File: src/rtl/risc16_pkg.sv
// Shared encodings for the risc16 memory responder: FSM states, bus direction
// and the read data substituted when a bus phase times out.
package risc16_pkg;

    typedef enum logic [1:0] {
        ST_IDLE    = 2'd0,
        ST_FETCH   = 2'd1,
        ST_DATA    = 2'd2,
        ST_RELEASE = 2'd3
    } state_t;

    localparam logic RW_READ  = 1'b0;
    localparam logic RW_WRITE = 1'b1;

    localparam logic [15:0] BUS_ERR_DATA = 16'hFFFF;

endpackage

File: src/rtl/risc16_bus_timer.sv
// Per-phase bus wait timer: down-counter reloaded with TIMEOUT, expires at zero.
// Instantiated only when RISC16_BUS_TIMEOUT_EN is defined.
module risc16_bus_timer #(
    parameter int unsigned TIMEOUT = 255
) (
    input  logic clk,
    input  logic rst,
    input  logic load,
    input  logic dec,
    output logic expired
);

    localparam int unsigned CW = (TIMEOUT < 1) ? 1 : $clog2(TIMEOUT + 1);

    logic [CW-1:0] cnt;

    always_ff @(posedge clk) begin
        if (rst || load) begin
            cnt <= CW'(TIMEOUT);
        end else if (dec && (cnt != '0)) begin
            cnt <= cnt - 1'b1;
        end
    end

    assign expired = (cnt == '0);

endmodule

File: src/rtl/risc16_mem_responder.sv
// Serialises risc16 fetch and data accesses onto one handshaked memory bus and
// stalls the core until both complete. Optional bus timeout: RISC16_BUS_TIMEOUT_EN.
//
// state   | meaning
// IDLE    | core halted, waiting for dbg_halt to drop
// FETCH   | instruction read at cpu_pc, waiting for ack
// DATA    | load/store at cpu_addr, waiting for ack
// RELEASE | cpu_halt low for one commit cycle
module risc16_mem_responder
    import risc16_pkg::*;
#(
    parameter int unsigned AW      = 16,
    parameter int unsigned DW      = 16,
    parameter int unsigned TIMEOUT = 255
) (
    input  logic          clk,
    input  logic          rst,
    input  logic          dbg_halt,
    input  logic [AW-1:0] cpu_pc,
    input  logic [AW-1:0] cpu_addr,
    input  logic [DW-1:0] cpu_wdata,
    input  logic          cpu_rw,
    output logic [DW-1:0] cpu_ir,
    output logic [DW-1:0] cpu_rdata,
    output logic          cpu_halt,
    output logic          mem_req,
    output logic          mem_we,
    output logic [AW-1:0] mem_addr,
    output logic [DW-1:0] mem_wdata,
    input  logic [DW-1:0] mem_rdata,
    input  logic          mem_ack,
    output logic          bus_err
);

    state_t        state, state_next;
    logic          phase_done;
    logic          timeout;
    logic [DW-1:0] resp_data;

`ifdef RISC16_BUS_TIMEOUT_EN
    logic in_phase;
    logic tmr_expired;

    assign in_phase = (state == ST_FETCH) || (state == ST_DATA);

    // Reload whenever outside a phase or finishing one, so the next phase starts fresh.
    risc16_bus_timer #(.TIMEOUT(TIMEOUT)) u_bus_timer (
        .clk     (clk),
        .rst     (rst),
        .load    (!in_phase || phase_done),
        .dec     (in_phase && !phase_done),
        .expired (tmr_expired)
    );

    assign timeout   = in_phase && tmr_expired && !mem_ack;
    assign resp_data = timeout ? DW'(BUS_ERR_DATA) : mem_rdata;

    always_ff @(posedge clk) begin
        if (rst) begin
            bus_err <= 1'b0;
        end else if (timeout) begin
            bus_err <= 1'b1;
        end
    end
`else
    logic unused_timeout;

    assign unused_timeout = ^TIMEOUT;
    assign timeout        = 1'b0;
    assign resp_data      = mem_rdata;
    assign bus_err        = 1'b0;
`endif

    assign phase_done = mem_ack || timeout;

    always_ff @(posedge clk) begin
        if (rst) begin
            state <= ST_IDLE;
        end else begin
            state <= state_next;
        end
    end

    always_comb begin
        state_next = state;
        cpu_halt   = 1'b1;
        mem_req    = 1'b0;
        mem_we     = 1'b0;
        mem_addr   = cpu_pc;
        mem_wdata  = cpu_wdata;
        unique case (state)
            ST_IDLE: begin
                if (!dbg_halt) state_next = ST_FETCH;
            end
            ST_FETCH: begin
                mem_req = 1'b1;
                if (phase_done) state_next = ST_DATA;
            end
            ST_DATA: begin
                mem_req  = 1'b1;
                mem_addr = cpu_addr;
                mem_we   = (cpu_rw == RW_WRITE);
                if (phase_done) state_next = ST_RELEASE;
            end
            ST_RELEASE: begin
                cpu_halt   = 1'b0;
                state_next = dbg_halt ? ST_IDLE : ST_FETCH;
            end
            default: state_next = ST_IDLE;
        endcase
    end

    always_ff @(posedge clk) begin
        if (rst) begin
            cpu_ir    <= '0;
            cpu_rdata <= '0;
        end else if (phase_done) begin
            if (state == ST_FETCH) begin
                cpu_ir <= resp_data;
            end
            if ((state == ST_DATA) && (cpu_rw == RW_READ)) begin
                cpu_rdata <= resp_data;
            end
        end
    end

endmodule

File: config.mk
export PLATFORM = sky130hd
export DESIGN_NAME = risc16_mem_responder
export DESIGN_NICKNAME = d
export VERILOG_FILES = /design/src/rtl/risc16_pkg.sv /design/src/rtl/risc16_bus_timer.sv /design/src/rtl/risc16_mem_responder.sv
export SDC_FILE = /design/constraint.sdc
export NUM_CORES = 1
export LEC_CHECK = 0
export ABC_CLOCK_PERIOD_IN_PS = 1830
export CAP_MARGIN = 20
export CORE_MARGIN = 2
export CORE_UTILIZATION = 33
export CTS_BUF_LIST = sky130_fd_sc_hd__clkbuf_4 sky130_fd_sc_hd__clkbuf_8 sky130_fd_sc_hd__clkbuf_16
export DETAILED_ROUTE_END_ITERATION = 10
export GPL_TIMING_DRIVEN = 0
export HOLD_SLACK_MARGIN = 0.06
export PLACE_DENSITY = 0.83
export SYNTH_ARGS = -nofsm -noshare
export SYNTH_HDL_FRONTEND = slang
export SYNTH_HIERARCHICAL = 1
export SYNTH_SLANG_ARGS = --single-unit
File: constraint.sdc
create_clock -name clk -period 1.83 [get_ports clk]
set_clock_uncertainty 0.05 [all_clocks]
set_input_delay 0.183 -clock clk [delete_from_list [all_inputs] [get_ports clk]]
set_output_delay 0.183 -clock clk [all_outputs]
set_load 0.05 [all_outputs]
## After elaboration in Yosys (flattened, before gate mapping)

Cells that the tools add are included.

| cells by class | value |
|---|---|
| equality and inequality tests | 6 |
| mux-type cells | 9 |
| bitwise logic cells | 1 |
| reductions and logical operators | 6 |

Operators with widths:

| cell | count |
|---|---|
| 2-to-1 mux 16 bit | 1 |
| one-hot mux 2 bit (4 select lines) | 1 |
| 2-to-1 mux 2 bit | 3 |
| inequality test 2 bit (second input constant) | 3 |
| == test 2 bit (second input constant) | 2 |
| 2-to-1 mux 1 bit | 4 |
| AND reduction 2 bit | 2 |
| AND reduction 3 bit | 1 |
| == test 2 x 1 -> 1 bit (second input constant) | 1 |
| zero test 2 bit | 1 |
| OR reduction 2 bit | 1 |
| logical AND 1 bit | 1 |
| NOT 1 bit | 1 |

| word-level totals | value |
|---|---|
| flip-flop bits (word level) | 34 |
| input bits | 69 |
| output and inout bits | 68 |
| logic and storage cells | 25 |

## Logic depth before layout (Yosys ltp)

Gate-level depths: netlist of the first run.

| logic depth | value |
|---|---|
| depth after elaboration | 3 |
| mapped depth | 7 |
| gate-level depth less buffers | 5 |

## Worst setup path after synthesis of the first run

No wires, ideal clock.

| timing path | value |
|---|---|
| path kind | register to output |
| from | register state[0] |
| to | output mem_addr[0] |
| data arrival time | 1.436 ns |
| data required time | 1.597 ns |
| setup slack | 0.161 ns |
| stages on the path, launching flop included | 6 |
| path buffers | 2 |
| cell sequence | dfxtp_1 inv_1 ha_1 buf_6 buf_2 mux2_2 |

| between the ends | value |
|---|---|
| longest elaborated chain between the ends | 2 |

Ends and longest elaborated chain:

| what | line | text |
|---|---|---|
| start: declaration | risc16_mem_responder.sv:35 | `state_t state, state_next;` |
| start signal: assignment | risc16_mem_responder.sv:80 | `state <= state_next;` |
| == test 2 bit | risc16_mem_responder.sv:91 | `unique case (state)` |
| 2-to-1 mux 16 bit | risc16_mem_responder.sv:91 |  |
| end: declaration | risc16_mem_responder.sv:28 | `output logic [AW-1:0] mem_addr,` |

Every way passes these cells.

## Worst setup path in the final report of the first run

Same ends and word-level chain as after synthesis.

==> flow_summary.ini, run 1 <==
[die]
die_outline_area_um2 = 5775
start_util_pct = 33.92
floorplan.die.height_um = 76.00
io_pins = 137
die_w_um = 76.00
fp.coreArea_um2 = 5042
row_count = 26

[cts]
cts_tree = built
cts.path.max_buffers = 2
cts.htree.levels = 2
clock-sinks = 34
clock_latency_ps = 270
cts-buffers-inserted = 5
ctsHoldBuffers = 0
clk_root_buffer_cell = clkbuf_8
cts.clk_slew.worst_paths_ps = 70

[worst_setup_path]
timing.critical_path.required_ps = 1600
startpoint_type = flop
regToRegSetupSlack_ps = 230
timing.critical_path.to_type = output pin
timing.reg2reg.worst_path_depth = 8
crit_type = reg2out
worst-endpoint-arrival_ps = 1560
timing.critical_path.fanout_max = 6

[global_routing]
grt_first_pass_wirelength_um = 8756
first_global_vias = 1806
grt_start_max_net_pins = 11
antenna_violations_before_repair = 0
grt_residual_overflow = 0
grt.met3_usage_pct = 4.265
grt.met1_usage_pct = 19.79
most_used_layer_global_route = met2
grt_util_all_layers_pct = 18.98
groute.layer.met2.usage_pct = 37.23

[timing]
final_hold_viol_count = 0
min_period_ps = 1792
setup-violations-final = 0
worst_path_setup_slack_after_routing_ps = 37.52
post_route_clock_period_utilization_pct = 97.95
timing_worst_slew_pin_value_ps = 539.8
max_freq_mhz = 557.9
max_slew_margin_pct = 63.90
finalHoldWorstSlack_ps = 223.7
final_max_slew_viol_count = 0
unrepaired_setup_endpoints_after_global_routing = true

[detailed_routing]
total_number_of_vias = 1791
drc = 0
drt_iter0_drc = 35
vias_per_inst = 4.489
drt_first_pass_iters = 5
detailed_route_wl_um = 5464
drt_antenna_net_count = 0
routedWlPerCell_um = 13.69

[power_and_ir_drop]
leakage_nw = 1.227
worst_supply_voltage_drop_on_vdd_mv = 0.5868
power-per-cell-area_nw_per_um2 = 1174

[place]
dpl.cell_count = 387
gp_congestion = 0.8102
dp_slack_ps = -589.4
detail_placement_hpwl_um = 4256
port_buffers = 118

[synthesis]
postSynthNetCount = 273
synth.yosys.seq_area_share_pct = 39.80
postSynthAreaPerCell_um2 = 8.595
synthesis.instances = 199
synth_simple_gate_area_share_pct = 17.63
yosys-mux-area-fraction_pct = 11.12
largest_family_of_logic_cells_by_synthesized_area = simple AND/OR/NAND/NOR gates
ys_ff_latch = 34
synth-compound-area-share_pct = 13.83
synth-warning-count = 6
yosys.cell_types.count = 24
synthAdderAreaFrac_pct = 3.658
synth-xor-area-share_pct = 0
syn-cell-area_um2 = 1710

[cells_and_area]
fillCellCount = 406
finalNonFillerCells = 399
layout_net_count = 403
finalCoreUtilization_pct = 63.50
drive_gt1_share_pct = 27.36
n_antenna_cell = 0
syn2layout_area_growth_pct = 87.20

[run]
timing.max_cap.violations = 0

[worst_hold_path]
worstHoldPathCells = 2
min_path_type = in2reg

[run_status]
result_of_the_run = completed
-- critical path: stages, from the launching register on --
cell and delay (ps):
dfxtp_2 330, inv_2 70, ha_4 140, buf_8 130, buf_8 120, mux2_2 340
buf_6 150
-- cell type report --
| type | instances | area, um^2 | share of cell area (%) |
|---|---|---|---|
| repair buffers | 123 | 1234 | 38.53 |
| multi-input cells | 132 | 833.3 | 26.03 |
| flip-flops and latches | 34 | 685.7 | 21.41 |
| plain buffers | 29 | 234.0 | 7.308 |
| well taps | 70 | 87.58 | 2.735 |
| clock buffers | 6 | 82.58 | 2.579 |
| clock inverters | 1 | 30.03 | 0.9379 |
| inverters | 4 | 15.01 | 0.4689 |
-- cell families (layout without fill, tap and decap cells) --
group,count (synthesis),in the layout
adder cells (fa/ha/maj),5,5
other,1,1
AND/OR/NAND/NOR,73,73
flip-flops,34,34
multiplexers,17,17
buffers and inverters,33,163
AO/OA/AOI/OAI,36,36
-- layer usage --
layer / wire [um] / up-vias
met5: 0 / -
met2: 2896 / 95
li1: - / 883
met3: 439 / 8
met1: 2002 / 805
met4: 126 / 0
-- cells in the final DEF, fill, tap and decap left out, types with 2 or more instances in the layout --
| master | n |
|---|---|
| mux2_2 | 9 |
| and2_1 | 2 |
| buf_6 | 4 |
| clkbuf_1 | 3 |
| a21oi_2 | 10 |
| nand2_2 | 2 |
| a21oi_1 | 22 |
| nand2b_1 | 2 |
| inv_1 | 3 |
| clkbuf_8 | 6 |
| clkdlybuf4s50_1 | 99 |
| mux2_4 | 7 |
| buf_8 | 9 |
| ha_1 | 4 |
| buf_4 | 21 |
| dfxtp_1 | 32 |
| buf_2 | 12 |
| nand2_1 | 64 |
-- timing repair --
item / in CTS / in global routing
cloned: 2 / 0
buffers inserted: 2 / 1
endpoints found under the hold margin: 0 / 0
endpoints found under the setup margin: 19 / 10
pin swaps: 1 / 0
resized for setup: 113 / 19
-- cells in the mapped netlist --
master	instances	share of area [%]
nand2b_1	2	0.73
and2_1	2	0.73
nand3b_2	1	0.66
conb_1	1	0.22
buf_12	1	1.2
buf_2	4	1.2
a21oi_1	22	6.4
and3b_1	1	0.51
nand2_2	2	0.73
nand2_1	64	14
dfxtp_1	34	40
clkbuf_1	3	0.66
buf_4	18	7.9
ha_1	5	3.7
a21oi_2	10	5.1
o221ai_1	1	0.51
inv_1	4	0.88
a221oi_2	1	0.88
buf_6	3	2.0
mux2i_1	1	0.59
nor2_1	1	0.22
a211oi_1	1	0.44
o21a_1	1	0.44
mux2_2	16	11
-- power by group --
part           switching [W]  internal, W
registers          0.0000629     0.000839
logic                0.00127     0.000898
clock network       0.000251     0.000435
total                0.00159      0.00217
-- path summary, 6_finish.rpt --
check                              start                          to
setup / recovery   state[0]$_SDFFE_PP0P_                 mem_addr[0]
hold / removal                       rst  cpu_rdata[13]$_SDFFE_PP0P_
setup reg to reg   state[0]$_SDFFE_PP0P_   cpu_rdata[5]$_SDFFE_PP0P_
hold reg to reg   cpu_ir[4]$_SDFFE_PP0P_      cpu_ir[4]$_SDFFE_PP0P_
-- flip-flops by register name, indices dropped and copies added, names as in the netlist --
name / count
state: 2
cpu_rdata: 16
cpu_ir: 16
-- per-stage QoR --
stage / instance area, um^2 / total power, W / TNS, ps
after detailed placement: 2979 / 0.002867 / -7388
after CTS: 3137 / 0.003673 / 0
after floorplan: 1710 / 0.002244 / 0
after global routing: 3202 / 0.003931 / -36.65
final: 3202 / 0.003759 / 0
after global placement: 2979 / 0.002838 / -7115
Note: power is estimated with default switching activity, not from simulation.
==> run 2, diff against run 1 <==
ABC_AREA = 1   (was default)
CORE_UTILIZATION = 32   (was 33)
PLACE_DENSITY = 0.82   (was 0.83)
RECOVER_POWER = 25   (was default)
==> flow_summary.ini, run 2 <==
[synthesis]
yosys.cell_count.top_type = nor2_1
synth_edf_count = 0
netlist_top_cells_count = nor2_1, dfxtp_1, o21ai_0
synth.area.top_cells = dfxtp_1, nor2_1, mux2_2
synthAdderAreaFrac_pct = 3.808
synth_simple_gate_area_share_pct = 19.04
largest_family_of_logic_cells_by_synthesized_area = simple AND/OR/NAND/NOR gates
synth-compound-area-share_pct = 10.81
synthesis.instances = 207
yosys.cell_types.count = 19
ys_ff_latch = 34
postSynthNetCount = 281
synth-xor-area-share_pct = 0
top_cell_type_s_share_of_synthesized_area_pct = 41.43
yosys-mux-area-fraction_pct = 10.97
yosys.area.top_type = dfxtp_1
syn-cell-area_um2 = 1643
dominantRegCellSynth = dfxtp_1
synth-warning-count = 6
postSynthAreaPerCell_um2 = 7.936
synth.yosys.seq_area_share_pct = 41.43
synth-async-reset-ratio_pct = 0

[cells_and_area]
drive_gt1_share_pct = 21.89
commonest_non_fill_non_tap_cells_in_the_layout = clkdlybuf4s50_1, nor2_1, o21ai_0, dfxtp_1, buf_4
n_antenna_cell = 0
syn2layout_area_growth_pct = 89.72
final_common_cell = clkdlybuf4s50_1
register_area_um2 = 688.2
layout_net_count = 411
layout_top_registers = cpu_ir x16, cpu_rdata x16, state x2
multi_input_comb_area_um2 = 764.5
fillCellCount = 434

[timing]
max_slew_margin_pct = 63.37
unrepaired_setup_endpoints_after_global_routing = true
final_hold_viol_count = 0
min_period_ps = 1802
setup-violations-final = 0
post_route_clock_period_utilization_pct = 98.46
max_freq_mhz = 555.0
finalSetupTns_ps = 0
final_max_slew_viol_count = 0
timing_worst_slew_pin_value_ps = 547.8

[cts]
cts-buffers-inserted = 5
cts.path.max_buffers = 2
clock_latency_ps = 270
cts_tree = built
cts.clk_slew.worst_paths_ps = 70
ctsHoldBuffers = 0
clk_root_buffer_cell = clkbuf_8
cts.htree.levels = 2
clock-sinks = 34

[worst_setup_path]
timing.reg2reg.worst_path_depth = 6
worst-endpoint-arrival_ps = 1570
timing.critical_path.required_ps = 1600
path_common_cell = buf_8
critical_path.slowest_cell = dfxtp_4
startpoint = state[0]$_SDFFE_PP0P_
startpoint_type = flop
timing.critical_path.fanout_max = 6
critical_path.reg2reg.startpoint = state[0]$_SDFFE_PP0P_
reg2reg_to = cpu_ir[7]$_SDFFE_PP0P_
crit_type = reg2out
regToRegSetupSlack_ps = 230
setup.worst_path.end = mem_addr[13]
timing.critical_path.to_type = output pin
critical-path-max-stage-delay_ps = 360
worstPathCellList = inv_4 > ha_4 > buf_8 > buf_8 > mux2_2 > buf_6

[global_routing]
grt_start_max_net_pins = 11
grt.met1_usage_pct = 22.62
groute.layer.met2.usage_pct = 32.46
first_global_vias = 1644
grt_residual_overflow = 0
grt_util_all_layers_pct = 18.02
grt.met3_usage_pct = 3.307
grt_first_pass_wirelength_um = 7872
antenna_violations_before_repair = 0
most_used_layer_global_route = met2

[detailed_routing]
routedWlPerCell_um = 12.76
total_number_of_vias = 1764
drt_iter0_drc = 106
drt_first_pass_iters = 4
detailed_route_wl_um = 5206
drt_antenna_net_count = 0
vias_per_inst = 4.324
drc = 0

[place]
detail_placement_hpwl_um = 4092
gp_congestion = 0.7380
port_buffers = 119

[run_status]
result_of_the_run = completed

[die]
floorplan.die.height_um = 75.65
die_outline_area_um2 = 5723
start_util_pct = 32.58
row_count = 26
fp.coreArea_um2 = 5042
io_pins = 137
die_w_um = 75.65

[power_and_ir_drop]
total_power_w = 0.004115
power-per-cell-area_nw_per_um2 = 1320
worst_supply_voltage_drop_on_vdd_mv = 0.9346
leakage_nw = 1.328

[worst_hold_path]
min_path_type = in2reg

[run]
timing.max_cap.violations = 0
-- run 2: how the worst min path moves through the flow --
stage                            startpoint                      end  slack [ps]  depth (start not counted)
global placement    cpu_ir[10]$_SDFFE_PP0P_  cpu_ir[10]$_SDFFE_PP0P_         410                          2
global route                            rst    state[0]$_SDFFE_PP0P_         420                          2
finish                                  rst    state[0]$_SDFFE_PP0P_         420                          2
detailed placement   cpu_ir[2]$_SDFFE_PP0P_   cpu_ir[2]$_SDFFE_PP0P_         420                          2
CTS                                     rst    state[0]$_SDFFE_PP0P_         420                          2
floorplan                               rst    state[0]$_SDFFE_PP0P_         200                          1
-- run 2: critical path: cells and delay by family (launching register included) --
| kind | cells | cell delay (ps) |
|---|---|---|
| multiplexers | 1 | 340 |
| buffers and inverters | 4 | 470 |
| adder cells (fa/ha/maj) | 1 | 130 |
| flip-flops | 1 | 360 |
-- run 2: power by group --
part | switching [W] | leakage, nW | internal, W
Clock | 0.000251 | 0.0517 | 0.000318
Combinational | 0.00156 | 0.998 | 0.00101
Sequential | 0.0000889 | 0.278 | 0.000890
Total | 0.00190 | 1.33 | 0.00222
-- run 2: final cells by class --
| type | count | share of cell area, % |
|---|---|---|
| clock inverters | 1 | 0.1606 |
| flip-flops and latches | 34 | 22.08 |
| multi-input cells | 137 | 24.53 |
| well taps | 70 | 2.810 |
| inverters | 10 | 1.285 |
| clock buffers | 7 | 2.890 |
| repair buffers | 123 | 39.86 |
| plain buffers | 26 | 6.383 |
-- run 2: kinds of logic after synthesis --
family,Yosys count
adders and majority gates,5
buffers and inverters,36
muxes,16
DFF,34
and+or+nand+nor,80
other,1
AOI/OAI and AO/OA,35
-- run 2: per-stage QoR --
step | instance area (um^2) | std cells | hold WS, ps | worst slack [ps] | util (%)
floorplan | 1643 | 207 | 202.1 | 218.1 | -
CTS | 3068 | 409 | 416.2 | 1.796 | 60.84
global placement | 2922 | 396 | 413.2 | -485.9 | 57.94
global route | 3117 | 408 | 417.5 | -31.17 | 61.81
finish | 3117 | 408 | 419.8 | 28.23 | 61.81
detailed placement | 2922 | 396 | 421.6 | -519.7 | 57.94
-- run 2: routing by layer --
metal	vias to the layer above	routed length, um
met5	-	0
met2	64	2767
met4	0	36
li1	911	-
met3	4	286
met1	785	2117
-- run 2: repair_timing --
action,4_1_cts,5_1_grt
setup endpoints to repair,19,12
gates resized for setup,114,15
pin swaps,1,0
gates cloned,2,0
buffers inserted,3,0
==> run 3, diff against run 2 <==
HOLD_SLACK_MARGIN = 0.15   (was 0.06)
==> results of run 3 <==
Same layout as run 2: the final DEF is identical, and so are final timing and power.
